### config.mk
export PLATFORM = sky130hd
export DESIGN_NAME = i2c_byte_engine
export DESIGN_NICKNAME = d
export VERILOG_FILES = /design/src/rtl/i2c_byte_engine.sv
export SDC_FILE = /design/constraint.sdc
export NUM_CORES = 1
export LEC_CHECK = 0
export CAP_MARGIN = 0
export CORE_UTILIZATION = 55
export DETAILED_ROUTE_END_ITERATION = 10
export PLACE_DENSITY = 0.76
export SKIP_LAST_GASP = 1
export SLEW_MARGIN = 20
export SYNTH_ARGS = -nofsm -noshare
export SYNTH_HDL_FRONTEND = slang
export SYNTH_SLANG_ARGS = --single-unit
### constraint.sdc
create_clock -name CLK -period 4 [get_ports CLK]
set_clock_uncertainty 0.2 [all_clocks]
set_input_delay 0.4 -clock CLK [delete_from_list [all_inputs] [get_ports CLK]]
set_output_delay 0.4 -clock CLK [all_outputs]
set_load 0.1 [all_outputs]
### src/rtl/i2c_byte_engine.sv
// Bit/byte-level I2C master PHY: executes START / WRITE / READ / STOP primitives on open-drain pads.
// Define I2C_CLOCK_STRETCH_EN to let slaves stretch SCL during the release quarter.
module i2c_byte_engine #(
    parameter int unsigned DIV_QUARTER = 250
) (
    input  logic       CLK,
    input  logic       RST,
    input  logic       cmd_valid,
    output logic       cmd_ready,
    input  logic [2:0] cmd_op,
    input  logic [7:0] cmd_data,
    input  logic       cmd_nack,
    output logic       rsp_valid,
    output logic [7:0] rsp_data,
    output logic       rsp_nack,
    output logic       rsp_err,
    output logic       bus_held,
    input  logic       scl_in,
    output logic       scl_t,
    output logic       scl_out,
    input  logic       sda_in,
    output logic       sda_t,
    output logic       sda_out
);
    localparam logic [2:0]  OpStart     = 3'b001;
    localparam logic [2:0]  OpWrite     = 3'b010;
    localparam logic [2:0]  OpRead      = 3'b011;
    localparam logic [2:0]  OpStop      = 3'b100;
    localparam logic [15:0] QuarterLast = 16'(DIV_QUARTER - 1);

    typedef enum logic [2:0] {StIdle, StStart, StBit, StAck, StStop, StDone} state_e;

    state_e      state_q, state_d;
    logic [1:0]  quarter_q, quarter_d;
    logic [15:0] cnt_q, cnt_d;
    logic [2:0]  bit_q, bit_d;
    logic [2:0]  op_q, op_d;
    logic [7:0]  shift_q, shift_d;
    logic        nack_q, nack_d;
    logic        ack_q, ack_d;
    logic        scl_t_q, scl_t_d;
    logic        sda_t_q, sda_t_d;
    logic        held_q, held_d;
    logic [7:0]  rsp_data_q, rsp_data_d;
    logic        rsp_nack_q, rsp_nack_d;
    logic        rsp_err_q, rsp_err_d;
    logic        active, stretch, legal, cmd_bad, enter;

    assign active  = (state_q != StIdle) && (state_q != StDone);
    assign legal   = (cmd_op == OpStart) || (cmd_op == OpWrite) ||
                     (cmd_op == OpRead)  || (cmd_op == OpStop);
    assign cmd_bad = !legal || ((cmd_op != OpStart) && !held_q);

`ifdef I2C_CLOCK_STRETCH_EN
    // Every active state releases SCL in Q1; the quarter starts once SCL is really high.
    assign stretch = active && (quarter_q == 2'd1) && !scl_in;
`else
    logic unused_scl_in;
    assign unused_scl_in = scl_in;
    assign stretch       = 1'b0;
`endif

    always_ff @(posedge CLK) begin
        if (RST) begin
            state_q    <= StIdle;
            quarter_q  <= 2'd0;
            cnt_q      <= 16'd0;
            bit_q      <= 3'd0;
            op_q       <= 3'd0;
            shift_q    <= 8'd0;
            nack_q     <= 1'b0;
            ack_q      <= 1'b1;
            scl_t_q    <= 1'b1;
            sda_t_q    <= 1'b1;
            held_q     <= 1'b0;
            rsp_data_q <= 8'd0;
            rsp_nack_q <= 1'b0;
            rsp_err_q  <= 1'b0;
        end else begin
            state_q    <= state_d;
            quarter_q  <= quarter_d;
            cnt_q      <= cnt_d;
            bit_q      <= bit_d;
            op_q       <= op_d;
            shift_q    <= shift_d;
            nack_q     <= nack_d;
            ack_q      <= ack_d;
            scl_t_q    <= scl_t_d;
            sda_t_q    <= sda_t_d;
            held_q     <= held_d;
            rsp_data_q <= rsp_data_d;
            rsp_nack_q <= rsp_nack_d;
            rsp_err_q  <= rsp_err_d;
        end
    end

    always_comb begin
        state_d    = state_q;
        quarter_d  = quarter_q;
        cnt_d      = cnt_q;
        bit_d      = bit_q;
        op_d       = op_q;
        shift_d    = shift_q;
        nack_d     = nack_q;
        ack_d      = ack_q;
        scl_t_d    = scl_t_q;
        sda_t_d    = sda_t_q;
        held_d     = held_q;
        rsp_data_d = rsp_data_q;
        rsp_nack_d = rsp_nack_q;
        rsp_err_d  = rsp_err_q;
        enter      = 1'b0;

        case (state_q)
            StIdle: begin
                if (cmd_valid) begin
                    op_d      = cmd_op;
                    shift_d   = cmd_data;
                    nack_d    = cmd_nack;
                    cnt_d     = 16'd0;
                    quarter_d = 2'd0;
                    bit_d     = 3'd0;
                    if (cmd_bad) begin
                        state_d    = StDone;
                        rsp_err_d  = 1'b1;
                        rsp_nack_d = 1'b0;
                    end else begin
                        enter = 1'b1;
                        case (cmd_op)
                            OpStart:        state_d = StStart;
                            OpWrite, OpRead: state_d = StBit;
                            default:        state_d = StStop;
                        endcase
                    end
                end
            end
            StStart, StBit, StAck, StStop: begin
                if (stretch) begin
                    cnt_d = 16'd0;
                end else if (cnt_q != QuarterLast) begin
                    cnt_d = cnt_q + 16'd1;
                end else begin
                    cnt_d     = 16'd0;
                    quarter_d = quarter_q + 2'd1;
                    enter     = 1'b1;
                    if (quarter_q == 2'd2) begin
                        if (state_q == StBit) shift_d = {shift_q[6:0], sda_in};
                        if (state_q == StAck) ack_d = sda_in;
                    end
                    if (quarter_q == 2'd3) begin
                        if (state_q == StBit) begin
                            if (bit_q == 3'd7) state_d = StAck;
                            else               bit_d   = bit_q + 3'd1;
                        end else begin
                            state_d    = StDone;
                            enter      = 1'b0;
                            rsp_err_d  = 1'b0;
                            rsp_nack_d = (op_q == OpWrite) && ack_q;
                            if (op_q == OpRead)  rsp_data_d = shift_q;
                            if (state_q == StStart) held_d = 1'b1;
                            if (state_q == StStop)  held_d = 1'b0;
                        end
                    end
                end
            end
            StDone:  state_d = StIdle;
            default: state_d = StIdle;
        endcase

        // Line actions are applied on entry to each quarter so they hold for its whole length.
        if (enter) begin
            case (state_d)
                StStart: begin
                    case (quarter_d)
                        2'd0:    sda_t_d = 1'b1;
                        2'd1:    scl_t_d = 1'b1;
                        2'd2:    sda_t_d = 1'b0;
                        default: scl_t_d = 1'b0;
                    endcase
                end
                StBit, StAck: begin
                    case (quarter_d)
                        2'd0: begin
                            scl_t_d = 1'b0;
                            if (state_d == StBit) sda_t_d = (op_d == OpWrite) ? shift_d[7] : 1'b1;
                            else                  sda_t_d = (op_d == OpWrite) ? 1'b1 : nack_d;
                        end
                        2'd1:    scl_t_d = 1'b1;
                        2'd3:    scl_t_d = 1'b0;
                        default: ;
                    endcase
                end
                StStop: begin
                    case (quarter_d)
                        2'd0:    sda_t_d = 1'b0;
                        2'd1:    scl_t_d = 1'b1;
                        2'd2:    sda_t_d = 1'b1;
                        default: ;
                    endcase
                end
                default: ;
            endcase
        end
    end

    assign cmd_ready = (state_q == StIdle);
    assign rsp_valid = (state_q == StDone);
    assign rsp_data  = rsp_data_q;
    assign rsp_nack  = rsp_nack_q;
    assign rsp_err   = rsp_err_q;
    assign bus_held  = held_q;
    assign scl_t     = scl_t_q;
    assign sda_t     = sda_t_q;
    assign scl_out   = 1'b0;
    assign sda_out   = 1'b0;
endmodule

### Word level (Yosys, flattened, before mapping)

Cells that the tools add are included.
W data, S select, Z words.

| word-level totals | value |
|---|---|
| register bits | 50 |
| input bits | 17 |
| output and inout port bits | 17 |
| logic and storage cells | 145 |

| operators by class | value |
|---|---|
| multiplexer cells | 60 |
| $add $sub $neg | 3 |
| reductions and logical operators | 27 |
| eq/ne operators | 38 |
| bitwise operators | 2 |

Operators by type and width:

| operator | count |
|---|---|
| $mux W3 | 13 |
| $mux W16 | 2 |
| $mux W8 | 4 |
| $pmux W16 S2 | 1 |
| $eq A3 B2 Y1 const B | 9 |
| $reduce_and A5 Y1 | 5 |
| $mux W1 | 24 |
| $ne A2 B2 Y1 const B | 9 |
| $pmux W3 S2 | 3 |
| $add A16 B1 Y16 const B | 1 |
| $ne A16 B8 Y1 const B | 1 |
| $pmux W8 S2 | 1 |
| $eq A3 B3 Y1 const B | 5 |
| $pmux W1 S2 | 7 |
| $reduce_and A6 Y1 | 2 |
| $eq A3 B1 Y1 const B | 3 |
| $ne A3 B3 Y1 const B | 3 |
| $eq A2 B2 Y1 const B | 4 |
| $reduce_or A2 Y1 | 4 |
| $pmux W1 S3 | 2 |
| $logic_or A1 B1 Y1 | 4 |
| $mux W2 | 2 |
| $ne A2 B1 Y1 const B | 2 |
| $pmux W2 S2 | 1 |
| other kinds (14) | 18 |

### Logic depth before layout (Yosys ltp)

Gate-level depths: netlist of the first run.

| logic depth | value |
|---|---|
| depth in word-level cells | 13 |
| mapped depth | 15 |
| gate-level depth less buffers | 15 |

### Worst setup path before layout of the first run

Ideal clock, no wire load.

| timing path | value |
|---|---|
| path type | reg-to-reg |
| start | reg cnt_q[2] |
| end | reg scl_t_q, in the netlist scl_t |
| slack | 1008 ps |
| data arrival time | 2667 ps |
| required time | 3675 ps |
| path buffers | 0 |
| stages on the path, launching flop included | 11 |
| library setup time | 125 ps |
| cell sequence | dfxtp_1 nor4_4 nand4_2 or2_4 o21ai_0 inv_1 ha_1 or4_1 o221ai_1 nand3_1 mux2i_1 |

| between the ends | value |
|---|---|
| longest elaborated chain between the ends | 7 |
| elaborated cells between the ends (all ways) | 26 |
| those cells by class | eq/ne (11); mux (9); reduce/logical (6) |

RTL lines:

| item | line | RTL |
|---|---|---|
| from (decl) | 35 | `logic [15:0] cnt_q, cnt_d;` |
| from (signal assigned) | 82 | `cnt_q <= cnt_d;` |
| $ne A16 B8 Y1 (*) | 140 | `end else if (cnt_q != QuarterLast) begin` |
| $mux W2 (*) | 140 |  |
| $pmux W2 S2 (*) | 114 | `case (state_q)` |
| net quarter_d[1] | 34 | `logic [1:0] quarter_q, quarter_d;` |
| $eq A2 B2 Y1 (tied with other cells) | 182 | `case (quarter_d)` |
| $reduce_or A2 Y1 (no source line) | -- |  |
| $pmux W1 S2 (tied with other cells) | 182 |  |
| $pmux W1 S3 / $reduce_and A5 Y1 (equally long branches) | -- |  |
| to (signal assigned) | 88 | `scl_t_q <= scl_t_d;` |
| to (decl) | 41 | `logic scl_t_q, scl_t_d;` |

Mark *: on every way through the listed nets, which the timed path passes. The rest lies on a longest branch.
A chain may end at the register's enable or synchronous reset.

### Worst setup path after layout of the first run

| timing path | value |
|---|---|
| start | reg cnt_q[2] |
| end | reg sda_t_q, in the netlist sda_t |

| between the ends | value |
|---|---|
| elaborated cells between the ends (all ways) | 27 |
| those cells by class | eq/ne (9); mux (14); reduce/logical (4) |

RTL lines:

| item | line | RTL |
|---|---|---|
| $ne A16 B8 Y1 (*) | 140 |  |
| $mux W2 (*) | 140 |  |
| $pmux W2 S2 (*) | 114 |  |
| net quarter_d[1] | 34 |  |
| $eq A2 B2 Y1 / $logic_not A2 Y1 (equally long branches) | 174, 194, 182 |  |
| $pmux W1 S2 (tied with other cells) | 194 | `case (quarter_d)` |
| $pmux W1 S3 / $reduce_and A5 Y1 (equally long branches) | -- |  |
| to (signal assigned) | 89 | `sda_t_q <= sda_t_d;` |
| to (decl) | 42 | `logic sda_t_q, sda_t_d;` |

Mark *: on every way through the listed nets, which the timed path passes. The rest lies on a longest branch. The select of a mux whose other input is x is not followed.

==> results.toml, run 1 <==
[run_status]
outcome = "finished, violations left"
violations = "DRC"

[critical_path]
cp_data_arrival_time_ns = 3.43
slowest_delay_ns = 0.54
crit_slowest_cell = "sky130_fd_sc_hd__or4_1"
crit_type = "flop to flop"
cp_common_cell = "sky130_fd_sc_hd__o21ai_0"
crit_fanout = 7
setup.worst_path.start_class = "flop"
critical_path.cell_chain = "nor4_4, nand4_2, or2_4, o21ai_0, inv_1, ha_1, or4_1, o21ai_0, or2_1, o211ai_2"
critical_path_required_ns = 4.00
endpoint_kind = "flop"

[logic_synthesis]
synth-main-ff-cell = "sky130_fd_sc_hd__dfxtp_1"
post_synth_xor_area_fraction = 0.04002
post_synth_main_area_contributors = "sky130_fd_sc_hd__dfxtp_1, sky130_fd_sc_hd__nor2_1, sky130_fd_sc_hd__nand2_1"
synthesis.area_per_instance_um2 = 8.207
postSynthCellCount = 320
largest_family_of_logic_cells_by_synthesized_area = "simple AND/OR/NAND/NOR gates"
synth-simple-area-share = 0.2963
ys_top_cells_by_count = "sky130_fd_sc_hd__dfxtp_1, sky130_fd_sc_hd__nor2_1, sky130_fd_sc_hd__nand2_1"
yosys.cell_count.top_type = "sky130_fd_sc_hd__dfxtp_1"
synthDistinctLibCells = 49
mappedNetlistArea_um2 = 2626
share_of_the_synthesized_area_in_the_top_cell_type = 0.3811
ys_ff_latch = 50
synth_warnings = 0
synth_enable_flop_cells = 0
synth_adder_area_share = 0.04764
synth-compound-area-share = 0.1520
synth_sequential_area_ratio = 0.3811
ys_async_sr_fraction = 0
post_synth_mux_area_share = 0.03811
post-synth-top-area-cell = "sky130_fd_sc_hd__dfxtp_1"

[detailed_routing]
drt_wl_cell_um = 13.76
via_count = 2269
wl_final_um = 5476
ant_nets = 0
initialDrtViolationCount = 171
detailedRoute.firstPassIterationCount = 8
drt-vias-per-instance = 5.701
post-route-drc-count = 2

[layout]
insertedDiodeCount = 0
area.sequential_um2 = 1001
postLayoutCellArea_um2 = 3048
multi_input_area_um2 = 1515
fillCellCount = 372
design.final.nets = 372
flow.area_growth_from_synthesis_pct = 16.06
final_layout_size_suffix_gt1_frac = 0.05491

[die]
start_util = 0.5870
die_y_um = 71.10
ports_placed_on_the_boundary = 34
die_w_um = 71.10
die_area_um2 = 5055
floorplan.rows = 24
core_area_um2 = 4474

[power]
combPwrFrac = 0.170
totalPowerFinal_uw = 1073
sw_frac_of_total = 0.2891
pwr-share-seq = 0.496
switching_power_summed_over_all_nets_uw = 310.3
worst_ir_drop_vdd_uv = 215.0
clkPwrFrac = 0.334
powerDensity_nw_per_um2 = 352.2
leakage_uw = 0.001130
power.internal_uw = 763.1

[timing]
fmaxAchievable_ghz = 0.2913
tightestPinTransition_ns = 0.9776
min_period_over_period = 0.8581
timing.setup.tns_ns = 0
setup_viol_count_final = 0
report.final.slew_viol_count = 0
worst_slew_margin = 0.3462
grt_setup_unrepaired = "no"
period_needed_ns = 3.432
fin_hold_ws_ns = 0.2682
hold_viol = 0

[global_route]
grt_util_met2 = 0.3600
grt_start_max_net_pins = 37
globalRoute.busiestLayer = "met2"
groute.usage.overall = 0.2360
first_pass_grt_wire_length_um = 9390
gr-usage-met1 = 0.3369
antenna_found_initial = 0
globalRouteMet3Util = 0.03704
total_congestion_overflow_after_global_routing = 0
first_global_vias = 2040

[clock_network]
clk_pin_slew_worst_paths_ns = 0.09
hold_buffers = 0
tritoncts = "yes"
htreeDepth = 2
worst_skew_pair.late_latency_ns = 0.31
numClockSinks = 50
cts_root_buf = "sky130_fd_sc_hd__clkbuf_8"
postCtsSetupBuffers = 0
clockBufferDepth = 2
post_cts_resized = 0
numCtsBuffers = 5

[hold_path]
worstHoldPathType = "flop to flop"

[placement]
hpwlAfterDp_um = 4039
placement.io_buffers = 30
placed_area_um2 = 2938
placer_congestion = 0.8460

[flow_run]
timing.max_cap.violations = 0
[critical path: cells and delay by family, from the launching register on]
kind	cells	cell delay, ns
compound gates	3	0.71
fa+ha+maj	1	0.24
flops	1	0.38
simple gates	5	1.63
buf+inv	1	0.15
[power groups by stage]
stage	clock [µW]	combinational (µW)	sequential (µW)
5_1_grt	388	200	535
2_1_floorplan	0	131	546
6_report	359	183	532
4_1_cts	366	183	532
3_3_place_gp	0	181	543
3_5_place_dp	0	183	544
[cells by family (layout without fill, tap and decap cells)]
group | after synthesis | count (layout)
compound gates | 62 | 62
fa+ha+maj | 10 | 10
other cells | 1 | 2
buf+inv | 26 | 51
simple gates | 149 | 149
flops | 50 | 50
xor+xnor | 12 | 12
mux | 10 | 10
[stage by stage]
step | instances | worst slack, ns | util
2_1_floorplan | 321 | 1.008 | -
4_1_cts | 398 | 0.5613 | 0.6812
6_report | 398 | 0.5675 | 0.6812
3_3_place_gp | 390 | 0.7315 | 0.6566
5_1_grt | 398 | 0.3757 | 0.6812
3_5_place_dp | 390 | 0.6642 | 0.6566
[worst paths after layout]
kind / startpoint / to / slack, ns / cells past startpoint
worst max-delay path: cnt_q[2] / sda_t / 0.57 / 10
worst min-delay path: rsp_nack / rsp_nack / 0.27 / 2
worst max register to register: cnt_q[2] / sda_t / 0.57 / 10
worst min register to register: rsp_nack / rsp_nack / 0.27 / 2
[sequential cells by signal, indices dropped and copies added, names as in the netlist, 2 cells and up]
signal and flops:
shift_q 8, bit_q 3, state_q 3, op_q 3, cnt_q 16, rsp_data 8
quarter_q 2
[per-layer routing]
metal	up-vias	routed length (µm)
li1	1159	-
met1	1043	2678
met2	60	2456
met3	7	253
met4	0	88
met5	-	0
[layout make-up]
| class | count | share of cell area |
|---|---|---|
| Sequential cell | 50 | 0.3284 |
| Timing Repair Buffer | 32 | 0.1034 |
| Inverter | 11 | 0.01355 |
| Clock inverter | 2 | 0.01232 |
| Tap cell | 52 | 0.02135 |
| Multi-Input combinational cell | 245 | 0.4971 |
| Clock buffer | 6 | 0.02381 |
[placed cells by master, fill, tap and decap left out, types with 2 or more instances in the layout]
cell,instances
sky130_fd_sc_hd__dfxtp_1,50
sky130_fd_sc_hd__nor2_1,45
sky130_fd_sc_hd__nand2_1,43
sky130_fd_sc_hd__clkdlybuf4s50_1,30
sky130_fd_sc_hd__a21oi_1,23
sky130_fd_sc_hd__nand3_1,14
sky130_fd_sc_hd__o21ai_0,12
sky130_fd_sc_hd__inv_1,11
sky130_fd_sc_hd__a22oi_1,10
sky130_fd_sc_hd__mux2i_1,10
sky130_fd_sc_hd__ha_1,10
sky130_fd_sc_hd__xor2_1,7
sky130_fd_sc_hd__nand4_1,6
sky130_fd_sc_hd__or3_1,5
sky130_fd_sc_hd__xnor2_1,5
sky130_fd_sc_hd__nand2b_1,5
sky130_fd_sc_hd__clkbuf_8,5
sky130_fd_sc_hd__o21a_1,4
sky130_fd_sc_hd__and2_1,4
sky130_fd_sc_hd__nor3b_1,4
sky130_fd_sc_hd__o21ai_1,3
sky130_fd_sc_hd__nand4b_1,3
sky130_fd_sc_hd__nor2b_1,3
sky130_fd_sc_hd__nor4_4,2
sky130_fd_sc_hd__and4_1,2
sky130_fd_sc_hd__and3_1,2
sky130_fd_sc_hd__nor3_1,2
sky130_fd_sc_hd__conb_1,2
sky130_fd_sc_hd__buf_4,2
(Power assumes the default switching activity.)
==> inputs of run 2 (changes only) <==
PLACE_DENSITY = 0.77   (was 0.76)
==> run 2 against run 1 <==
The run still ends with DRC left; total power shrank 0.30%; clock power shrank 2%; first-iteration DRC count grew 18%; critical path depth is the same; design area is the same; global-route usage shrank 0.29 points; die area is the same; routed wire length grew 1.7%; sequential cell count is the same; final cell count is the same; utilization is the same.
==> results.toml, run 2 (synthesis gave the netlist of run 1 again) <==
[run_status]
outcome = "finished, violations left"
violations = "DRC"

[layout]
flow.area_growth_from_synthesis_pct = 16.06
insertedDiodeCount = 0
fillCellCount = 374
finish.cell_count_without_fillers = 398
leading_cell_type_in_the_layout_fill_and_taps_excluded = "sky130_fd_sc_hd__dfxtp_1"
largest_reg_flops = 16
final_cell_mix = "sky130_fd_sc_hd__dfxtp_1, sky130_fd_sc_hd__nor2_1, sky130_fd_sc_hd__nand2_1"
final_layout_size_suffix_gt1_frac = 0.05491
design.final.nets = 372
max_flop_register = "cnt_q"

[power]
sw_frac_of_total = 0.2869
worst_ir_drop_vdd_uv = 271.3
leakage_uw = 0.001130
powerDensity_nw_per_um2 = 351.1
combPwrFrac = 0.173
switching_power_summed_over_all_nets_uw = 307.0
pwr-share-seq = 0.497
clkPwrFrac = 0.330
power.internal_uw = 763.1

[critical_path]
critical_path.cell_chain = "nor4_4, nand4_2, or2_4, o21ai_0, inv_1, ha_1, or4_1, o21ai_0, or2_1, o211ai_2"
cp_common_cell = "sky130_fd_sc_hd__o21ai_0"
crit_slowest_cell = "sky130_fd_sc_hd__or4_1"
worst_flop_to_flop_path_endpoint = "sda_t"
setup.worst_path.start_class = "flop"
slowest_delay_ns = 0.53
r2r_start = "cnt_q[2]"
cp_data_arrival_time_ns = 3.29
timing.reg2reg.setup_slack_ns = 0.71
endpoint_kind = "flop"
crit_fanout = 7
critical_path_required_ns = 3.99
worstRegToRegCells = 10
crit_type = "flop to flop"

[flow_run]
timing.max_cap.violations = 0

[die]
floorplan.rows = 24
ports_placed_on_the_boundary = 34
die_y_um = 71.10
die_w_um = 71.10
die_area_um2 = 5055
start_util = 0.5870
core_area_um2 = 4474

[hold_path]
hp-start = "rsp_nack"
worstHoldPathType = "flop to flop"
min_path_cells = 2
holdPathEnd = "rsp_nack"

[detailed_routing]
drt_wl_cell_um = 13.99
drt-vias-per-instance = 5.756
detailedRoute.firstPassIterationCount = 9
met1_length_um = 2735
ant_nets = 0
route.met3.wl_um = 315
wl_final_um = 5568
wl_met2_um = 2466
via_count = 2291
topRoutingLayerUsed = "met4"
initialDrtViolationCount = 202
post-route-drc-count = 2

[clock_network]
postCtsSetupBuffers = 0
numClockSinks = 50
htreeDepth = 2
clockBufferDepth = 2
tritoncts = "yes"
cts_root_buf = "sky130_fd_sc_hd__clkbuf_8"
clk_pin_slew_worst_paths_ns = 0.10
worst_skew_pair.late_latency_ns = 0.30
hold_buffers = 0
post_cts_resized = 0
numCtsBuffers = 5

[placement]
placement.io_buffers = 30
placer_congestion = 0.8414
hpwlAfterDp_um = 4055
place.detailed.instances = 390

[timing]
min_period_over_period = 0.8234
period_needed_ns = 3.294
hold_viol = 0
setup_viol_count_final = 0
grt_setup_unrepaired = "no"
timing.setup.tns_ns = 0
report.final.slew_viol_count = 0
fmaxAchievable_ghz = 0.3036
worst_slew_margin = 0.3417
tightestPinTransition_ns = 0.9843

[global_route]
antenna_found_initial = 0
total_congestion_overflow_after_global_routing = 0
first_global_vias = 2076
grt_start_max_net_pins = 37
first_pass_grt_wire_length_um = 9459
groute.usage.overall = 0.2332
[run 2: through the flow]
step                      worst slack, ns  hold slack [ns]    util  total power (µW)  area (µm²)
final                              0.7064           0.2631  0.6812              1070        3048
after global routing               0.4878           0.2922  0.6812              1117        3048
after CTS                          0.6982           0.2682  0.6812              1080        3048
after detailed placement           0.7048           0.2510  0.6566             727.1        2938
after global placement             0.7471           0.2454  0.6566             724.7        2938
after floorplan                     1.008           0.2370       -             676.9        2630
[run 2: final cells by class]
type | instances | area [µm²] | share of cell area
Timing Repair Buffer | 32 | 315.3 | 0.1034
Clock inverter | 2 | 37.54 | 0.01232
Inverter | 11 | 41.29 | 0.01355
Multi-Input combinational cell | 245 | 1515 | 0.4971
Clock buffer | 6 | 72.57 | 0.02381
Sequential cell | 50 | 1001 | 0.3284
Tap cell | 52 | 65.06 | 0.02135
[run 2: critical path: cells and delay by family (launching register included)]
family | cells | cell delay [ns]
AND/OR/NAND/NOR | 5 | 1.62
flip-flops | 1 | 0.38
adder cells (fa/ha/maj) | 1 | 0.23
buffers and inverters | 1 | 0.14
AO/OA/AOI/OAI | 3 | 0.62
[run 2: how the worst max path moves through the flow]
stage	start	end	slack, ns	cells after the start
floorplan	cnt_q[2]	scl_t	1.01	10
global placement	cmd_valid	scl_t	0.75	10
detailed placement	cnt_q[2]	scl_t	0.70	10
CTS	cnt_q[2]	scl_t	0.70	10
global route	cnt_q[2]	sda_t	0.49	10
finish	cnt_q[2]	sda_t	0.71	10
[run 2: power groups by stage]
| stage | logic, µW | registers (µW) | clock network [µW] |
|---|---|---|---|
| 2_1_floorplan | 131 | 546 | 0 |
| 4_1_cts | 184 | 532 | 364 |
| 6_report | 185 | 532 | 353 |
| 3_3_place_gp | 182 | 543 | 0 |
| 5_1_grt | 203 | 535 | 380 |
| 3_5_place_dp | 184 | 543 | 0 |
[run 2: per-layer routing]
metal	GRT usage	vias up
li1	-	1152
met1	0.3212	1059
met2	0.3707	74
met3	0.04701	6
met4	0.06889	0
met5	0	-
==> inputs of run 3 (changes only) <==
clock period = 3.2 ns   (was 4 ns; I/O delays follow)
==> run 3 against run 2 <==
The run still ends with DRC left; largest cell class unchanged; highest routed layer unchanged; worst setup slack worse by 0.50 ns; critical path type unchanged; combinational power is 38% higher; non-clock buffer count is 13 higher.
==> results.toml, run 3 (synthesis gave the netlist of run 1 again) <==
[run_status]
outcome = "finished, violations left"
violations = "DRC"

[global_route]
total_congestion_overflow_after_global_routing = 0
grt_start_max_net_pins = 36
first_pass_grt_wire_length_um = 9487
first_global_vias = 2080
antenna_found_initial = 0
groute.usage.overall = 0.2380

[clock_network]
clk_pin_slew_worst_paths_ns = 0.10
cts_root_buf = "sky130_fd_sc_hd__clkbuf_8"
numCtsBuffers = 5
hold_buffers = 0
numClockSinks = 50
htreeDepth = 2
tritoncts = "yes"
worst_skew_pair.late_latency_ns = 0.31
clockBufferDepth = 2

[flow_run]
timing.max_cap.violations = 0

[die]
die_w_um = 71.10
ports_placed_on_the_boundary = 34
floorplan.rows = 24
start_util = 0.5870
core_area_um2 = 4474
die_area_um2 = 5055
die_y_um = 71.10

[layout]
final_layout_size_suffix_gt1_frac = 0.1393
leading_cell_type_in_the_layout_fill_and_taps_excluded = "sky130_fd_sc_hd__dfxtp_1"
final_cell_mix = "sky130_fd_sc_hd__dfxtp_1, sky130_fd_sc_hd__nor2_1, sky130_fd_sc_hd__nand2_1"
max_flop_register = "cnt_q"
flow.area_growth_from_synthesis_pct = 18.72
largest_reg_flops = 16
postLayoutCellArea_um2 = 3118
design.final.nets = 385
insertedDiodeCount = 0

[detailed_routing]
drt_wl_cell_um = 13.72
post-route-drc-count = 2
detailedRoute.firstPassIterationCount = 8
initialDrtViolationCount = 250
drt-vias-per-instance = 5.647
ant_nets = 0
wl_final_um = 5638
via_count = 2321

[timing]
final_worst_setup_slack_ns = 0.2061
timing.setup.tns_ns = 0
tightestPinTransition_ns = 0.9788
setup_viol_count_final = 0
period_needed_ns = 2.994
worst_slew_margin = 0.3454
hold_viol = 0
report.final.slew_viol_count = 0
fmaxAchievable_ghz = 0.3340
grt_setup_unrepaired = "no"
min_period_over_period = 0.9356

[critical_path]
setup.worst_path.start_class = "flop"
worst_flop_to_flop_path_endpoint = "sda_t"
timing.critical_path.to = "sda_t"
r2r_start = "cnt_q[1]"
endpoint_kind = "flop"
worst_setup_path_startpoint = "cnt_q[1]"
cp_data_arrival_time_ns = 3.00
timing.reg2reg.setup_slack_ns = 0.21
worstRegToRegCells = 15
critical_path_required_ns = 3.20
crit_type = "flop to flop"
crit_fanout = 6

[power]
combPwrFrac = 0.198
sw_frac_of_total = 0.3099
powerDensity_nw_per_um2 = 414.0
switching_power_summed_over_all_nets_uw = 400.0
clkPwrFrac = 0.293
worst_ir_drop_vdd_uv = 316.8
leakage_uw = 0.001213
power.internal_uw = 890.9
pwr-share-seq = 0.509

[placement]
hpwlAfterDp_um = 4170
placer_congestion = 0.8985
placed_area_um2 = 3000
place_worst_setup_slack_ns = 0.09089
placement.io_buffers = 30

[hold_path]
worstHoldPathType = "flop to flop"
min_path_cells = 2
==> run 3: layout make-up <==
class | instances | area [µm²]
clock inverters | 3 | 22.52
well taps | 52 | 65.06
flip-flops and latches | 50 | 1002
repair buffers | 45 | 385.4
multi-input cells | 245 | 1533
clock buffers | 5 | 68.82
inverters | 11 | 41.29
fillers | 380 | 1356
==> run 3: power by group through the flow <==
stage               Combinational (µW)  Sequential (µW)  Clock [µW]
floorplan                          164              683           0
global placement                   250              671           0
detailed placement                 253              671           0
CTS                                254              657         389
global route                       279              660         412
finish                             256              657         378
==> run 3: repair_timing <==
| item | CTS | global route |
|---|---|---|
| setup endpoints to repair | 0 | 2 |
| gates resized for setup | 0 | 7 |
| setup buffers | 0 | 1 |
==> run 3: worst max-delay path: stages (launching register included) <==
cell and delay (ns):
sky130_fd_sc_hd__dfxtp_2 0.36, sky130_fd_sc_hd__inv_1 0.04, sky130_fd_sc_hd__ha_1 0.19, sky130_fd_sc_hd__and3b_1 0.19
sky130_fd_sc_hd__nand4_2 0.09, sky130_fd_sc_hd__buf_4 0.13, sky130_fd_sc_hd__nand2_1 0.09, sky130_fd_sc_hd__nand2_1 0.12
sky130_fd_sc_hd__nand2_1 0.07, sky130_fd_sc_hd__o21ai_2 0.08, sky130_fd_sc_hd__inv_1 0.10, sky130_fd_sc_hd__ha_1 0.22
sky130_fd_sc_hd__or4_4 0.53, sky130_fd_sc_hd__o21ai_0 0.23, sky130_fd_sc_hd__or2_1 0.15, sky130_fd_sc_hd__o211ai_2 0.08
==> run 3: routing by layer <==
layer  vias to the layer above  track usage  share of wire
met2                        54       0.3953           0.46
met3                         6      0.04701          0.047
met1                      1080       0.3188           0.49
met5                         -            0              0
li1                       1181            -              -
met4                         0      0.06000         0.0078
==> run 3: worst min path at each step <==
stage,from,end
global route,shift_q[2],shift_q[2]
global placement,rsp_nack,rsp_nack
detailed placement,rsp_nack,rsp_nack
CTS,rsp_nack,rsp_nack
floorplan,nack_q,nack_q
finish,rsp_nack,rsp_nack
==> run 3: metrics by stage <==
stage               hold WS, ns  total power, µW    util  cells
floorplan                0.2370            846.1       -    321
global placement         0.2494            920.5  0.6706    402
detailed placement       0.2513            924.5  0.6706    402
CTS                      0.2666             1300  0.6910    410
global route             0.2982             1351  0.6969    411
finish                   0.2672             1291  0.6969    411
